===== config.mk =====
export PLATFORM = sky130hd
export DESIGN_NAME = dram_axi_calib_gate
export DESIGN_NICKNAME = d
export VERILOG_FILES = /design/src/rtl/dram_gate_pkg.sv /design/src/rtl/dram_gate_err_slv.sv /design/src/rtl/dram_axi_calib_gate.sv
export SDC_FILE = /design/constraint.sdc
export NUM_CORES = 1
export LEC_CHECK = 0
export ABC_AREA = 1
export CORE_AREA = 4 4 142 144
export DETAILED_ROUTE_END_ITERATION = 6
export DIE_AREA = 0 0 146 148
export PLACE_DENSITY = 0.7
export REMOVE_ABC_BUFFERS = 1
export SLEW_MARGIN = 20
export SYNTH_ARGS = -nofsm -noshare
export SYNTH_HDL_FRONTEND = slang
export SYNTH_HIERARCHICAL = 1
export SYNTH_SLANG_ARGS = --single-unit

===== constraint.sdc =====
create_clock -name clk_i -period 2.5 [get_ports clk_i]
set_input_delay 0.375 -clock clk_i [delete_from_list [all_inputs] [get_ports clk_i]]
set_output_delay 0.375 -clock clk_i [all_outputs]
set_load 0.05 [all_outputs]

===== src/rtl/dram_gate_pkg.sv =====
// Shared types and constants for the DRAM AXI calibration gate.
// Holds the default AXI request/response structs, state encodings and response codes.
package dram_gate_pkg;

  localparam int unsigned AxiIdWidth          = 4;
  localparam int unsigned AxiAddrWidth        = 32;
  localparam int unsigned AxiDataWidth        = 32;
  localparam int unsigned AxiLenWidth         = 8;
  localparam int unsigned DefaultCalibTimeout = 2 ** 20;

  localparam logic [1:0] RespOkay   = 2'b00;
  localparam logic [1:0] RespSlvErr = 2'b10;

  typedef enum logic [2:0] {
    WAIT_CALIB = 3'd0,
    ACTIVE     = 3'd1,
    DRAIN      = 3'd2,
    ISOLATED   = 3'd3,
    ERROR      = 3'd4
  } dram_gate_state_e;

  typedef enum logic [1:0] {
    IDLE  = 2'd0,
    WDATA = 2'd1,
    BRESP = 2'd2,
    RDATA = 2'd3
  } err_slv_state_e;

  typedef struct packed {
    logic [AxiIdWidth-1:0]     aw_id;
    logic [AxiAddrWidth-1:0]   aw_addr;
    logic [AxiLenWidth-1:0]    aw_len;
    logic                      aw_valid;
    logic [AxiDataWidth-1:0]   w_data;
    logic [AxiDataWidth/8-1:0] w_strb;
    logic                      w_last;
    logic                      w_valid;
    logic                      b_ready;
    logic [AxiIdWidth-1:0]     ar_id;
    logic [AxiAddrWidth-1:0]   ar_addr;
    logic [AxiLenWidth-1:0]    ar_len;
    logic                      ar_valid;
    logic                      r_ready;
  } dram_axi_req_t;

  typedef struct packed {
    logic                    aw_ready;
    logic                    w_ready;
    logic [AxiIdWidth-1:0]   b_id;
    logic [1:0]              b_resp;
    logic                    b_valid;
    logic                    ar_ready;
    logic [AxiIdWidth-1:0]   r_id;
    logic [AxiDataWidth-1:0] r_data;
    logic [1:0]              r_resp;
    logic                    r_last;
    logic                    r_valid;
  } dram_axi_resp_t;

endpackage


===== src/rtl/dram_gate_err_slv.sv =====
// SLVERR responder used while the gate is in ERROR: serves one burst at a time,
// reads take priority over writes arriving in the same cycle.
module dram_gate_err_slv
  import dram_gate_pkg::*;
#(
  parameter int unsigned IdWidth    = AxiIdWidth,
  parameter type         axi_req_t  = dram_axi_req_t,
  parameter type         axi_resp_t = dram_axi_resp_t
) (
  input  logic      clk,
  input  logic      rst,
  input  logic      en,
  input  axi_req_t  req,
  output axi_resp_t rsp,
  output logic      busy
);

  err_slv_state_e         state, state_next;
  logic [IdWidth-1:0]     id, id_next;
  logic [AxiLenWidth-1:0] beats, beats_next;

  always_ff @(posedge clk) begin
    if (rst) begin
      state <= IDLE;
      id    <= '0;
      beats <= '0;
    end else begin
      state <= state_next;
      id    <= id_next;
      beats <= beats_next;
    end
  end

  always_comb begin
    state_next = state;
    id_next    = id;
    beats_next = beats;
    rsp        = '0;
    case (state)
      IDLE: begin
        if (en) begin
          rsp.ar_ready = 1'b1;
          rsp.aw_ready = ~req.ar_valid;
          if (req.ar_valid) begin
            state_next = RDATA;
            id_next    = req.ar_id;
            beats_next = req.ar_len;
          end else if (req.aw_valid) begin
            state_next = WDATA;
            id_next    = req.aw_id;
          end
        end
      end
      WDATA: begin
        rsp.w_ready = 1'b1;
        if (req.w_valid && req.w_last) state_next = BRESP;
      end
      BRESP: begin
        rsp.b_valid = 1'b1;
        rsp.b_id    = id;
        rsp.b_resp  = RespSlvErr;
        if (req.b_ready) state_next = IDLE;
      end
      RDATA: begin
        rsp.r_valid = 1'b1;
        rsp.r_id    = id;
        rsp.r_resp  = RespSlvErr;
        rsp.r_last  = (beats == '0);
        if (req.r_ready) begin
          if (beats == '0) state_next = IDLE;
          else beats_next = beats - 1'b1;
        end
      end
      default: state_next = IDLE;
    endcase
  end

  assign busy = (state != IDLE);

endmodule


===== src/rtl/dram_axi_calib_gate.sv =====
// Holds AXI traffic off until DRAM calibration completes, tracks outstanding bursts, drains/isolates on request.
// Build option DRAM_GATE_ERR_RESP_EN: answer upstream with SLVERR while in ERROR instead of stalling.
module dram_axi_calib_gate
  import dram_gate_pkg::*;
#(
  parameter int unsigned IdWidth      = AxiIdWidth,
  parameter int unsigned MaxTxns      = 16,
  parameter int unsigned CalibTimeout = DefaultCalibTimeout,
  parameter type         axi_req_t    = dram_axi_req_t,
  parameter type         axi_resp_t   = dram_axi_resp_t
) (
  input  logic       clk_i,
  input  logic       rst_i,
  input  logic       calib_done_i,
  input  logic       isolate_i,
  output logic       isolated_o,
  output logic [2:0] state_o,
  output logic       calib_timeout_o,
  input  axi_req_t   slv_req_i,
  output axi_resp_t  slv_rsp_o,
  output axi_req_t   mst_req_o,
  input  axi_resp_t  mst_rsp_i
);

  localparam int unsigned              CntWidth   = $clog2(MaxTxns + 1);
  localparam int unsigned              TimerWidth = $clog2(CalibTimeout) + 1;
  localparam logic [CntWidth-1:0]      CntMax     = CntWidth'(MaxTxns);
  localparam logic [TimerWidth-1:0]    TimerLast  = TimerWidth'(CalibTimeout - 1);

  if (MaxTxns < 1 || CalibTimeout < 1 || IdWidth < 1) begin : g_bad_params
    $error("dram_axi_calib_gate: MaxTxns, CalibTimeout and IdWidth must be at least 1");
  end

  dram_gate_state_e      state, state_next;
  logic [CntWidth-1:0]   wr_cnt, rd_cnt, wp_cnt;
  logic [TimerWidth-1:0] timer;
  logic                  calib_timeout;
  logic                  flow, aw_ok, ar_ok, w_ok, drained, err_busy;
  logic                  aw_hs, ar_hs, w_last_hs, b_hs, r_last_hs;

  assign flow    = (state == ACTIVE) || (state == DRAIN);
  assign aw_ok   = (state == ACTIVE) && (wr_cnt < CntMax);
  assign ar_ok   = (state == ACTIVE) && (rd_cnt < CntMax);
  assign w_ok    = flow && (wp_cnt != '0);
  assign drained = (wr_cnt == '0) && (rd_cnt == '0) && (wp_cnt == '0);

`ifdef DRAM_GATE_ERR_RESP_EN
  axi_resp_t err_rsp;

  dram_gate_err_slv #(
    .IdWidth    (IdWidth),
    .axi_req_t  (axi_req_t),
    .axi_resp_t (axi_resp_t)
  ) u_err_slv (
    .clk  (clk_i),
    .rst  (rst_i),
    .en   ((state == ERROR) && !calib_done_i),
    .req  (slv_req_i),
    .rsp  (err_rsp),
    .busy (err_busy)
  );
`else
  assign err_busy = 1'b0;
`endif

  always_comb begin
    mst_req_o          = slv_req_i;
    slv_rsp_o          = mst_rsp_i;
    mst_req_o.aw_valid = slv_req_i.aw_valid & aw_ok;
    mst_req_o.ar_valid = slv_req_i.ar_valid & ar_ok;
    mst_req_o.w_valid  = slv_req_i.w_valid & w_ok;
    mst_req_o.b_ready  = slv_req_i.b_ready & flow;
    mst_req_o.r_ready  = slv_req_i.r_ready & flow;
    slv_rsp_o.aw_ready = mst_rsp_i.aw_ready & aw_ok;
    slv_rsp_o.ar_ready = mst_rsp_i.ar_ready & ar_ok;
    slv_rsp_o.w_ready  = mst_rsp_i.w_ready & w_ok;
    slv_rsp_o.b_valid  = mst_rsp_i.b_valid & flow;
    slv_rsp_o.r_valid  = mst_rsp_i.r_valid & flow;
`ifdef DRAM_GATE_ERR_RESP_EN
    if (state == ERROR) slv_rsp_o = err_rsp;
`endif
  end

  assign aw_hs     = mst_req_o.aw_valid & mst_rsp_i.aw_ready;
  assign ar_hs     = mst_req_o.ar_valid & mst_rsp_i.ar_ready;
  assign w_last_hs = mst_req_o.w_valid & mst_rsp_i.w_ready & slv_req_i.w_last;
  assign b_hs      = mst_rsp_i.b_valid & mst_req_o.b_ready;
  assign r_last_hs = mst_rsp_i.r_valid & mst_req_o.r_ready & mst_rsp_i.r_last;

  always_comb begin
    state_next = state;
    case (state)
      WAIT_CALIB: begin
        if (isolate_i)             state_next = ISOLATED;
        else if (calib_done_i)     state_next = ACTIVE;
        else if (timer == TimerLast) state_next = ERROR;
      end
      ACTIVE: if (isolate_i || !calib_done_i) state_next = DRAIN;
      DRAIN: begin
        if (drained) begin
          if (isolate_i)          state_next = ISOLATED;
          else if (!calib_done_i) state_next = WAIT_CALIB;
          else                    state_next = ACTIVE;
        end
      end
      ISOLATED: if (!isolate_i) state_next = WAIT_CALIB;
      ERROR:    if (calib_done_i && !err_busy) state_next = ACTIVE;
      default:  state_next = WAIT_CALIB;
    endcase
  end

  // Timer only runs while staying in WAIT_CALIB, so every re-entry starts from zero.
  always_ff @(posedge clk_i) begin
    if (rst_i) begin
      state         <= WAIT_CALIB;
      timer         <= '0;
      calib_timeout <= 1'b0;
      wr_cnt        <= '0;
      rd_cnt        <= '0;
      wp_cnt        <= '0;
    end else begin
      state  <= state_next;
      timer  <= (state == WAIT_CALIB && state_next == WAIT_CALIB) ? timer + 1'b1 : '0;
      if (state != ERROR && state_next == ERROR) calib_timeout <= 1'b1;
      wr_cnt <= wr_cnt + CntWidth'(aw_hs) - CntWidth'(b_hs);
      rd_cnt <= rd_cnt + CntWidth'(ar_hs) - CntWidth'(r_last_hs);
      wp_cnt <= wp_cnt + CntWidth'(aw_hs) - CntWidth'(w_last_hs);
    end
  end

  assign state_o         = state;
  assign isolated_o      = (state == ISOLATED);
  assign calib_timeout_o = calib_timeout;

endmodule


# == After elaboration in Yosys (flattened, before gate mapping) ==
# Index checks and enable logic that the tools add are counted.
# classes
n_mux,10
bitwise_logic,18
n_addsub,7
n_eq_ne,7
n_reduce_logical,17
magnitude_cmp,2
# ops
cell,count
21-bit by 1-bit adder with 21-bit output (second input constant),1
21-bit by 20-bit == test with 1-bit output (second input constant),1
3-bit two-way mux,7
1-bit AND,17
5-bit by 1-bit adder with 5-bit output,3
5-bit zero test,3
3-bit case mux with 5 select lines,1
5-bit by 1-bit subtractor with 5-bit output,3
5-bit less-than comparator (second input constant),2
1-bit logical AND,7
3-bit by 2-bit == test with 1-bit output (second input constant),2
3-bit == test (second input constant),2
3-bit zero test,2
5-bit nonzero test,1
3-bit by 1-bit == test with 1-bit output (second input constant),1
3-bit != test (second input constant),1
1-bit logical OR,2
2-bit two-way mux,1
2-bit OR reduction,1
1-bit zero test,1
1-bit two-way mux,1
1-bit inverter,1
# totals
wordCells,67
out_inout_bits,185
input_bits,184
regBits,40

# == Longest topological paths before layout ==
# Gate-level depths: netlist of the first run.
# logic_depth
depth_word,9
ltp_mapped,17

# == Least setup slack after synthesis of the first run ==
# Ideal clock, no wire load.
# synth_path
path_type,register to register
start,register state[0] (netlist: state_o[0])
end,register wp_cnt[4]
t_required_ns,2.378
path_stages_with_launch,13
path_slack_ns,-1.399
arrival_time_ns,3.777
cell_sequence,dfxtp_1 -> nand3_1 -> nor3b_1 -> nand2_1 -> ha_1 -> inv_1 -> ha_1 -> inv_1 -> fa_1 -> o21ai_0 -> a21oi_1 -> o21ai_0 -> a21oi_1
# synth_between
elab_chain_cells,7
# synth_lines
element,line,text
from (decl),dram_axi_calib_gate.sv:34,"dram_gate_state_e state, state_next;"
from (signal assigned),dram_axi_calib_gate.sv:122,state <= state_next;
"parallel branches: the longest is 6 deep, another holds 5-bit by 1-bit adder with 5-bit output",-,
5-bit by 1-bit subtractor with 5-bit output *,dram_axi_calib_gate.sv:127,wp_cnt <= wp_cnt + CntWidth'(aw_hs) - CntWidth'(w_last_hs);
to (signal assigned),dram_axi_calib_gate.sv:127,
to (decl),dram_axi_calib_gate.sv:35,"logic [CntWidth-1:0] wr_cnt, rd_cnt, wp_cnt;"
# Mark *: on every way between the ends.
# A chain may end at the register's enable or synchronous reset.

# == Worst setup path after layout of the first run ==
# layout_path
start,register state[1] (netlist: state_o[1])
end,register wp_cnt[4]
# Same word-level chain as after synthesis.

==> summary.txt, run 1 <==
Critical path
  • Crit Path Class: reg2reg
  • Worst path slowest cell: fa_2
  • CP max stage delay: 0.39 ns
  • CP Launch Point: state_o[1]
  • Stages on worst setup path: 17
  • CP Capture Type: flop
  • Critical Path AT: 2.79 ns
  • CP max FO: 2
  • Crit path cell chain: inv_2 > nor3_2 > inv_1 > nand2_2 > inv_2 > or2_4 > nor2_4 > and3_4 > ha_4 > inv_4 > ha_4 > inv_2 > fa_2 > o21ai_2 > a21oi_2 > o21ai_1 > a21oi_1
  • Delay-heaviest family, CP: simple AND/OR/NAND/NOR gates
  • Most common cell on crit path: inv_2
  • Worst-case reg-to-reg path depth: 17
  • Reg2Reg Launch Point: state_o[1]
  • Worst Path Required: 2.67 ns
  • R2R Setup Slk: -0.11 ns
  • Reg2reg end: wp_cnt[4]
  • CP bufs+invs: 5
  • Startpoint type of the worst setup path: flop
  • CP Capture Point: wp_cnt[4]

GRT
  • Grt ovf: 0
  • Antenna violations before repair: 0
  • First-pass GRT wire length: 45,400 µm
  • Top Usage Layer GRT: met2
  • Vias in the first global route: 2,535
  • Largest net degree at the start of global routing: 15
  • Met1 usage: 12.84%
  • Met3 usage in global routing: 49.91%
  • Met2 Use GR: 61.32%
  • Total GRT Usage: 35.43%

Synthesis
  • Post-synth top area cell: buf_4
  • Post-synthesis area per instance: 7.573 µm²
  • Simple-gate area share of the yosys netlist: 18.73%
  • Yosys warns: 6
  • Cells after Synth: 479
  • Library cells used by synthesis: 28
  • Synth top area share: 35.18%
  • Post-Synth Adder-Cell Area: 8.210%
  • Complex-gate fraction of the synthesized area: 4.898%
  • Synth Area in XOR/XNOR: 4.588%
  • Main combinational cell family by area after synthesis: buffers and inverters
  • Post-synthesis mux area share: 0%
  • Number of synthesized register bits: 40
  • Seq/Total Area, Yosys: 22.08%
  • Top cells by area, synth: buf_4, dfxtp_1, ha_1, inv_1, nor2_1
  • Mapped Area: 3627 µm²

Finish
  • Most frequent cells in the layout: inv_1, buf_4, nor2_1
  • Number of nets in the layout: 590
  • Fin area: 3637 µm²
  • Most common cell after layout, fill and taps aside: inv_1
  • Area grow syn2layout: 0.2760%
  • Share of layout cells above drive strength 1: 31.69%
  • Antenna cells: 0

Timing
  • Finish-stage setup viols: 2
  • Tmin final: 2.612 ns
  • Final Slew Violations: 0
  • Final period utilization: 104.5%
  • Unrepaired setup endpoints after global routing: yes
  • Slew headroom: 58.94%
  • Worst slew pin tran: 0.6140 ns
  • Skew final: 0.005364 ns
  • Final Hold Viols: 0
  • Final worst-path setup slack: -0.1121 ns
  • Fmax achieved: 382.8 MHz

Detailed routing
  • Drt total wl: 39,820 µm
  • Wirelength per Cell: 64.32 µm
  • Antenna-violating nets left: 0
  • Vias: 2,939
  • Starting DRC count in detailed routing: 218
  • First-pass DRT Iterations: 4
  • Residual DRC: 0
  • Via/cell ratio: 4.748

Die
  • Die Span Y: 148 µm
  • Core area: 18,710 µm²
  • Total die area: 21,610 µm²
  • Chip Width: 146 µm
  • # IOs: 369
  • Rows: 50
  • Initial core utilization: 19.39%

Clock tree
  • TritonCTS Buffers: 5
  • Sinks on the clock net: 40
  • Clk Latency, worst-skew pair: 0.29 ns
  • CTS clk-pin slew, worst paths: 0.06 ns
  • TritonCTS clock tree: yes
  • Clk buf depth: 2
  • H-tree lvl count: 2
  • Root Driver: clkbuf_16

Place
  • GP Congestion: 1.264
  • # port buffers: 32
  • Placed cell area: 3251 µm²
  • Post-DP HPWL: 37,200 µm

Worst hold path
  • Hold crit path type: reg2reg

Pwr
  • Power Density: 840.6 nW/µm²
  • Total power: 3.058 mW
  • Maximum VDD drop: 269.3 µV
  • P_leak: 1.380 nW

Run status
  • Outcome: finished, violations left
  • Failing checks: setup timing

Run
  • Max Cap Violations: 0
[what timing repair did]
action / in CTS / in global routing
buffers inserted: 0 / 7
setup endpoints to repair: 6 / 9
hold buffers: 0 / 0
resized for setup: 20 / 30
pin swaps: 4 / 14
[state kept, by name, summed over array words and instances (netlist names)]
register / count
calib_timeout_o: 1
wr_cnt: 5
rd_cnt: 5
timer: 21
wp_cnt: 5
state_o: 3
[metrics by stage]
step | util (%) | hold WS [ns] | cells | setup TNS (ns) | worst slack (ns)
floorplan | - | 0.4276 | 306 | -15.79 | -1.400
global placement | 17.38 | 0.4390 | 604 | -0.9532 | -0.2851
detailed placement | 17.38 | 0.4405 | 604 | -1.135 | -0.2965
CTS | 18.54 | 0.4580 | 612 | -0.03252 | -0.03252
global route | 19.44 | 0.4769 | 619 | -0.6967 | -0.2630
finish | 19.44 | 0.4555 | 619 | -0.1189 | -0.1121
[power by group]
group	total, mW	switching, mW	internal (mW)
Sequential	0.802	0.0718	0.731
Combinational	1.49	0.833	0.659
Clock	0.764	0.294	0.470
Total	3.06	1.20	1.86
[layout make-up]
cell class                 count  area [µm²]
inverter                      54       205.2
timing repair buffer          71       689.4
clock inverter                 3       42.54
sequential                    40       804.5
multi-input combinational    212        1478
fill                        2096       15070
clock buffer                   5       125.1
tap                          234       292.8
[per-layer routing]
layer  wire (µm)  vias up
li1            -     1123
met1        5336     1247
met2       18970      467
met3       11510       98
met4        3874        4
met5         125        -
[cell families (layout without fill, tap and decap cells)]
family | Yosys count | after routing
AOI/OAI and AO/OA | 34 | 34
xor gates and xnor gates | 19 | 19
adders and majority gates | 22 | 22
buffers and inverters | 227 | 133
DFF | 40 | 40
and+or+nand+nor | 137 | 137
[synth_stat cells]
master / instances
xnor2_1: 10
nand2_2: 3
nor3b_1: 4
fa_1: 3
nor2_2: 21
inv_1: 54
nand3_2: 2
nand3b_1: 2
a21oi_1: 17
nor3_1: 8
o22ai_1: 2
nor3_4: 1
nand2_1: 35
ha_1: 19
xor2_1: 9
a21oi_2: 1
nand3_1: 12
o21ai_0: 13
or2_2: 1
buf_4: 170
nor2_1: 40
nand4_1: 4
nor2_4: 2
clkbuf_1: 1
and3_1: 2
a31oi_1: 1
buf_6: 2
dfxtp_1: 40
[worst min path at each step]
stage	startpoint	end	slack (ns)	cells past startpoint
finish	timer[0]	timer[0]	0.46	1
global route	timer[0]	timer[0]	0.48	1
CTS	timer[0]	timer[0]	0.46	1
detailed placement	timer[0]	timer[0]	0.44	1
global placement	timer[0]	timer[0]	0.44	1
floorplan	timer[0]	timer[0]	0.43	1
(Power assumes the default switching activity.)
==> inputs of run 2 (changes only) <==
Settings changed: MAX_ROUTING_LAYER set to met4.
==> summary.txt, run 2 <==
Run status
  • Outcome: aborted with a tool error
  • Stopped at: 5_2_route
  • First Err: [ERROR DRT-0255] Maze Route cannot find path of net slv_req_i[43] in worker of routeBox ( 96600 96600 ) ( 146000 148000 ).

Synthesis
  • Post-synthesis mux area share: 0%
  • Number of synthesized flops with an enable pin: 0
  • Mapped Area: 3627 µm²
  • Seq/Total Area, Yosys: 22.08%
  • Post-synth top area cell: buf_4
  • Complex-gate fraction of the synthesized area: 4.898%
  • Top cells by area, synth: buf_4, dfxtp_1, ha_1, inv_1, nor2_1
  • Main combinational cell family by area after synthesis: buffers and inverters
  • Library cells used by synthesis: 28
  • Top-count cell post-synth: buf_4
  • Yosys warns: 6
  • Simple-gate area share of the yosys netlist: 18.73%
  • Async SR Flop Fraction: 0%
  • Cells after Synth: 479
  • Most frequent cells after synthesis: buf_4, inv_1, dfxtp_1, nor2_1, nand2_1
  • Synth top area share: 35.18%
  • Post-synthesis area per instance: 7.573 µm²
  • Number of synthesized register bits: 40
  • Top_reg_cell synth: dfxtp_1
  • Post-Synth Adder-Cell Area: 8.210%
  • Synth Area in XOR/XNOR: 4.588%

Clock tree
  • Sinks on the clock net: 40
  • Root Driver: clkbuf_16
  • Clk buf depth: 2
  • TritonCTS Buffers: 5
  • Post-CTS Hold Buffers: 0
  • H-tree lvl count: 2

Die
  • Rows: 50
  • Initial core utilization: 19.39%
  • Die Span Y: 148 µm
  • Chip Width: 146 µm
  • # IOs: 369

Place
  • Dpl ws: -0.5875 ns
  • Post-DP HPWL: 38,450 µm
  • GP Congestion: 1.263
  • # port buffers: 32
  • Placed Cells: 609

GRT
  • Total GRT Usage: 37.78%
  • Vias in the first global route: 2,712
  • First-pass GRT wire length: 47,310 µm
  • Grt ovf: 0
  • Antenna violations before repair: 0
  • Largest net degree at the start of global routing: 22

Timing
  • Grt repair worst endpoint: wp_cnt[4]$_SDFF_PP0_/D
  • Worst ep type: sequential cell input
[run 2: per-layer routing]
metal / track usage (%)
met1: 17.23
met5: -
met4: 29.96
met3: 46.97
met2: 60.34
[run 2: through the flow]
| step | util (%) | area [µm²] |
|---|---|---|
| 2_1_floorplan | - | 2325 |
| 3_3_place_gp | 17.58 | 3288 |
| 3_5_place_dp | 17.58 | 3288 |
| 4_1_cts | 19.69 | 3682 |
| 5_1_grt | 20.01 | 3742 |
[run 2: logic make-up after synthesis]
logic type | count (synthesis)
xor gates and xnor gates | 19
AOI/OAI and AO/OA | 34
buffers and inverters | 227
and+or+nand+nor | 137
DFF | 40
adders and majority gates | 22
[run 2: timing repair]
action | 4_1_cts | 5_1_grt
pin swaps | 20 | 18
setup buffers | 6 | 2
resized for setup | 53 | 12
setup endpoints to repair | 12 | 11
==> inputs of run 3 (changes only) <==
Settings changed: CORE_AREA 4 4 142 144 to not set, CORE_MARGIN set to 4, CORE_UTILIZATION set to 20, DIE_AREA 0 0 146 148 to not set, MAX_ROUTING_LAYER met4 to not set, PLACE_DENSITY 0.7 to not set, PLACE_DENSITY_LB_ADDON set to 0.15.
Clock period 2.5 ns to 3.2 ns, I/O delays scaled along.
==> summary.txt, run 3 (synthesis results as in run 1) <==
Run status
  • Outcome: finished clean

Clock tree
  • Sinks on the clock net: 40
  • Setup Buffers After CTS: 0
  • Root Driver: clkbuf_16
  • Clk Latency, worst-skew pair: 0.30 ns
  • Clk buf depth: 2
  • CTS clk-pin slew, worst paths: 0.07 ns
  • TritonCTS clock tree: yes
  • TritonCTS Buffers: 5
  • H-tree lvl count: 2
  • Post-CTS Hold Buffers: 0

Place
  • # port buffers: 32
  • Dpl ws: 0.2100 ns
  • GP Congestion: 1.236
  • Post-DP HPWL: 35,740 µm

Die
  • Total die area: 20,350 µm²
  • # IOs: 369
  • Initial core utilization: 20.68%
  • Die Span Y: 142.7 µm
  • Chip Width: 142.7 µm
  • Core area: 17,540 µm²
  • Rows: 48

Critical path
  • Worst Path Required: 3.38 ns
  • R2R Setup Slk: 0.25 ns
  • CP max FO: 6
  • Startpoint type of the worst setup path: flop
  • CP Capture Type: flop
  • Critical Path AT: 3.13 ns
  • Reg2reg end: wp_cnt[4]
  • Crit Path Class: reg2reg
  • Worst-case reg-to-reg path depth: 16
  • Reg2Reg Launch Point: state_o[2]

Timing
  • Finish-stage setup viols: 0
  • Final worst-path setup slack: 0.2465 ns
  • Final period utilization: 92.30%
  • Final Slew Violations: 0
  • Worst slew pin tran: 0.6434 ns
  • Final Hold Viols: 0
  • Fmax achieved: 338.6 MHz
  • Skew final: 0.01158 ns
  • Unrepaired setup endpoints after global routing: no
  • Slew headroom: 56.97%
  • Tmin final: 2.954 ns

Finish
  • Number of nets in the layout: 557
  • Area of the multi-input gates: 1326 µm²
  • Share of layout cells above drive strength 1: 13.35%
  • Reg with most FFs: timer
  • Sequential cell area: 800.8 µm²
  • Area grow syn2layout: -13.28%
  • Antenna cells: 0
  • Layout filler cell count: 2,017
  • Most frequent cells in the layout: inv_1, nor2_1, dfxtp_1
  • Max reg flops: 21
  • Layout Utilization: 17.94%
  • Most common cell after layout, fill and taps aside: inv_1

GRT
  • Grt ovf: 0
  • Antenna violations before repair: 0
  • Total GRT Usage: 35.89%
  • Vias in the first global route: 2,446
  • First-pass GRT wire length: 42,950 µm
  • Largest net degree at the start of global routing: 22

Pwr
  • P_leak: 1.173 nW
  • Power Density: 659.1 nW/µm²
  • Maximum VDD drop: 286.1 µV

Worst hold path
  • Hold crit path type: reg2reg
  • Hold EP: calib_timeout_o
  • Worst hold start: calib_timeout_o
  • WHS Path Cells: 2

Detailed routing
  • Residual DRC: 0
  • Via/cell ratio: 4.690
  • Drt total wl: 37,920 µm
  • Starting DRC count in detailed routing: 195
  • Vias: 2,706
  • First-pass DRT Iterations: 4
  • Wirelength per Cell: 65.71 µm
  • Antenna-violating nets left: 0

Run
  • Max Cap Violations: 0
## run 3: how the worst max path moves through the flow
stage | slack [ns] | depth (start not counted) | endpoint | from
3_5_place_dp | 0.21 | 16 | wp_cnt[4] | state_o[2]
5_1_grt | 0.006 | 16 | wp_cnt[4] | state_o[2]
2_1_floorplan | -0.70 | 12 | wp_cnt[4] | state_o[0]
3_3_place_gp | 0.28 | 16 | wp_cnt[4] | state_o[2]
6_report | 0.25 | 16 | wp_cnt[4] | state_o[2]
4_1_cts | 0.19 | 16 | wp_cnt[4] | state_o[2]
## run 3: power by group
part,total (mW),internal (mW),switching [mW]
clock network,0.618,0.372,0.246
registers,0.623,0.568,0.0553
logic,0.833,0.297,0.536
total,2.07,1.24,0.837
## run 3: what timing repair did
action,in CTS,in global routing
hold endpoints to repair,0,0
endpoints found under the setup margin,0,2
resized for setup,0,1
## run 3: cell type report
| type | instances | share of cell area [%] |
|---|---|---|
| inverters | 54 | 6.444 |
| well taps | 225 | 8.950 |
| multi-input cells | 212 | 42.16 |
| clock buffers | 5 | 3.978 |
| clock inverters | 3 | 1.472 |
| flip-flops and latches | 40 | 25.46 |
| repair buffers | 38 | 11.54 |
## run 3: worst max-delay path, cell delays in order (launching register included)
cell and delay, ns:
dfxtp_1 0.36, nor3_2 0.28, inv_1 0.07, nand2_1 0.06, inv_1 0.09, or2_2 0.29
nor2_1 0.12, and3_1 0.16, ha_1 0.22, inv_1 0.05, ha_1 0.15, inv_1 0.05
fa_1 0.39, o21ai_0 0.19, a21oi_1 0.11, o21ai_0 0.18, a21oi_1 0.06
## run 3: layer usage
layer  GRT usage [%]  vias up  share of wire [%]
met5           7.177        -               0.40
met4           25.91        8                 10
met3           50.13      102                 28
met2           59.50      406                 46
met1           14.37     1128                 15
li1                -     1062                  -
## run 3: metrics by stage
step                      TNS (ns)  instance area, µm²  total power, mW  instances  hold slack (ns)
final                            0                3146            2.073        577           0.4586
after global routing             0                3146            2.204        577           0.4810
after CTS                        0                3141            2.081        577           0.4639
after detailed placement         0                2969            1.454        569           0.4527
after global placement           0                2969            1.453        569           0.4438
after floorplan             -5.052                2325            1.184        306           0.4276
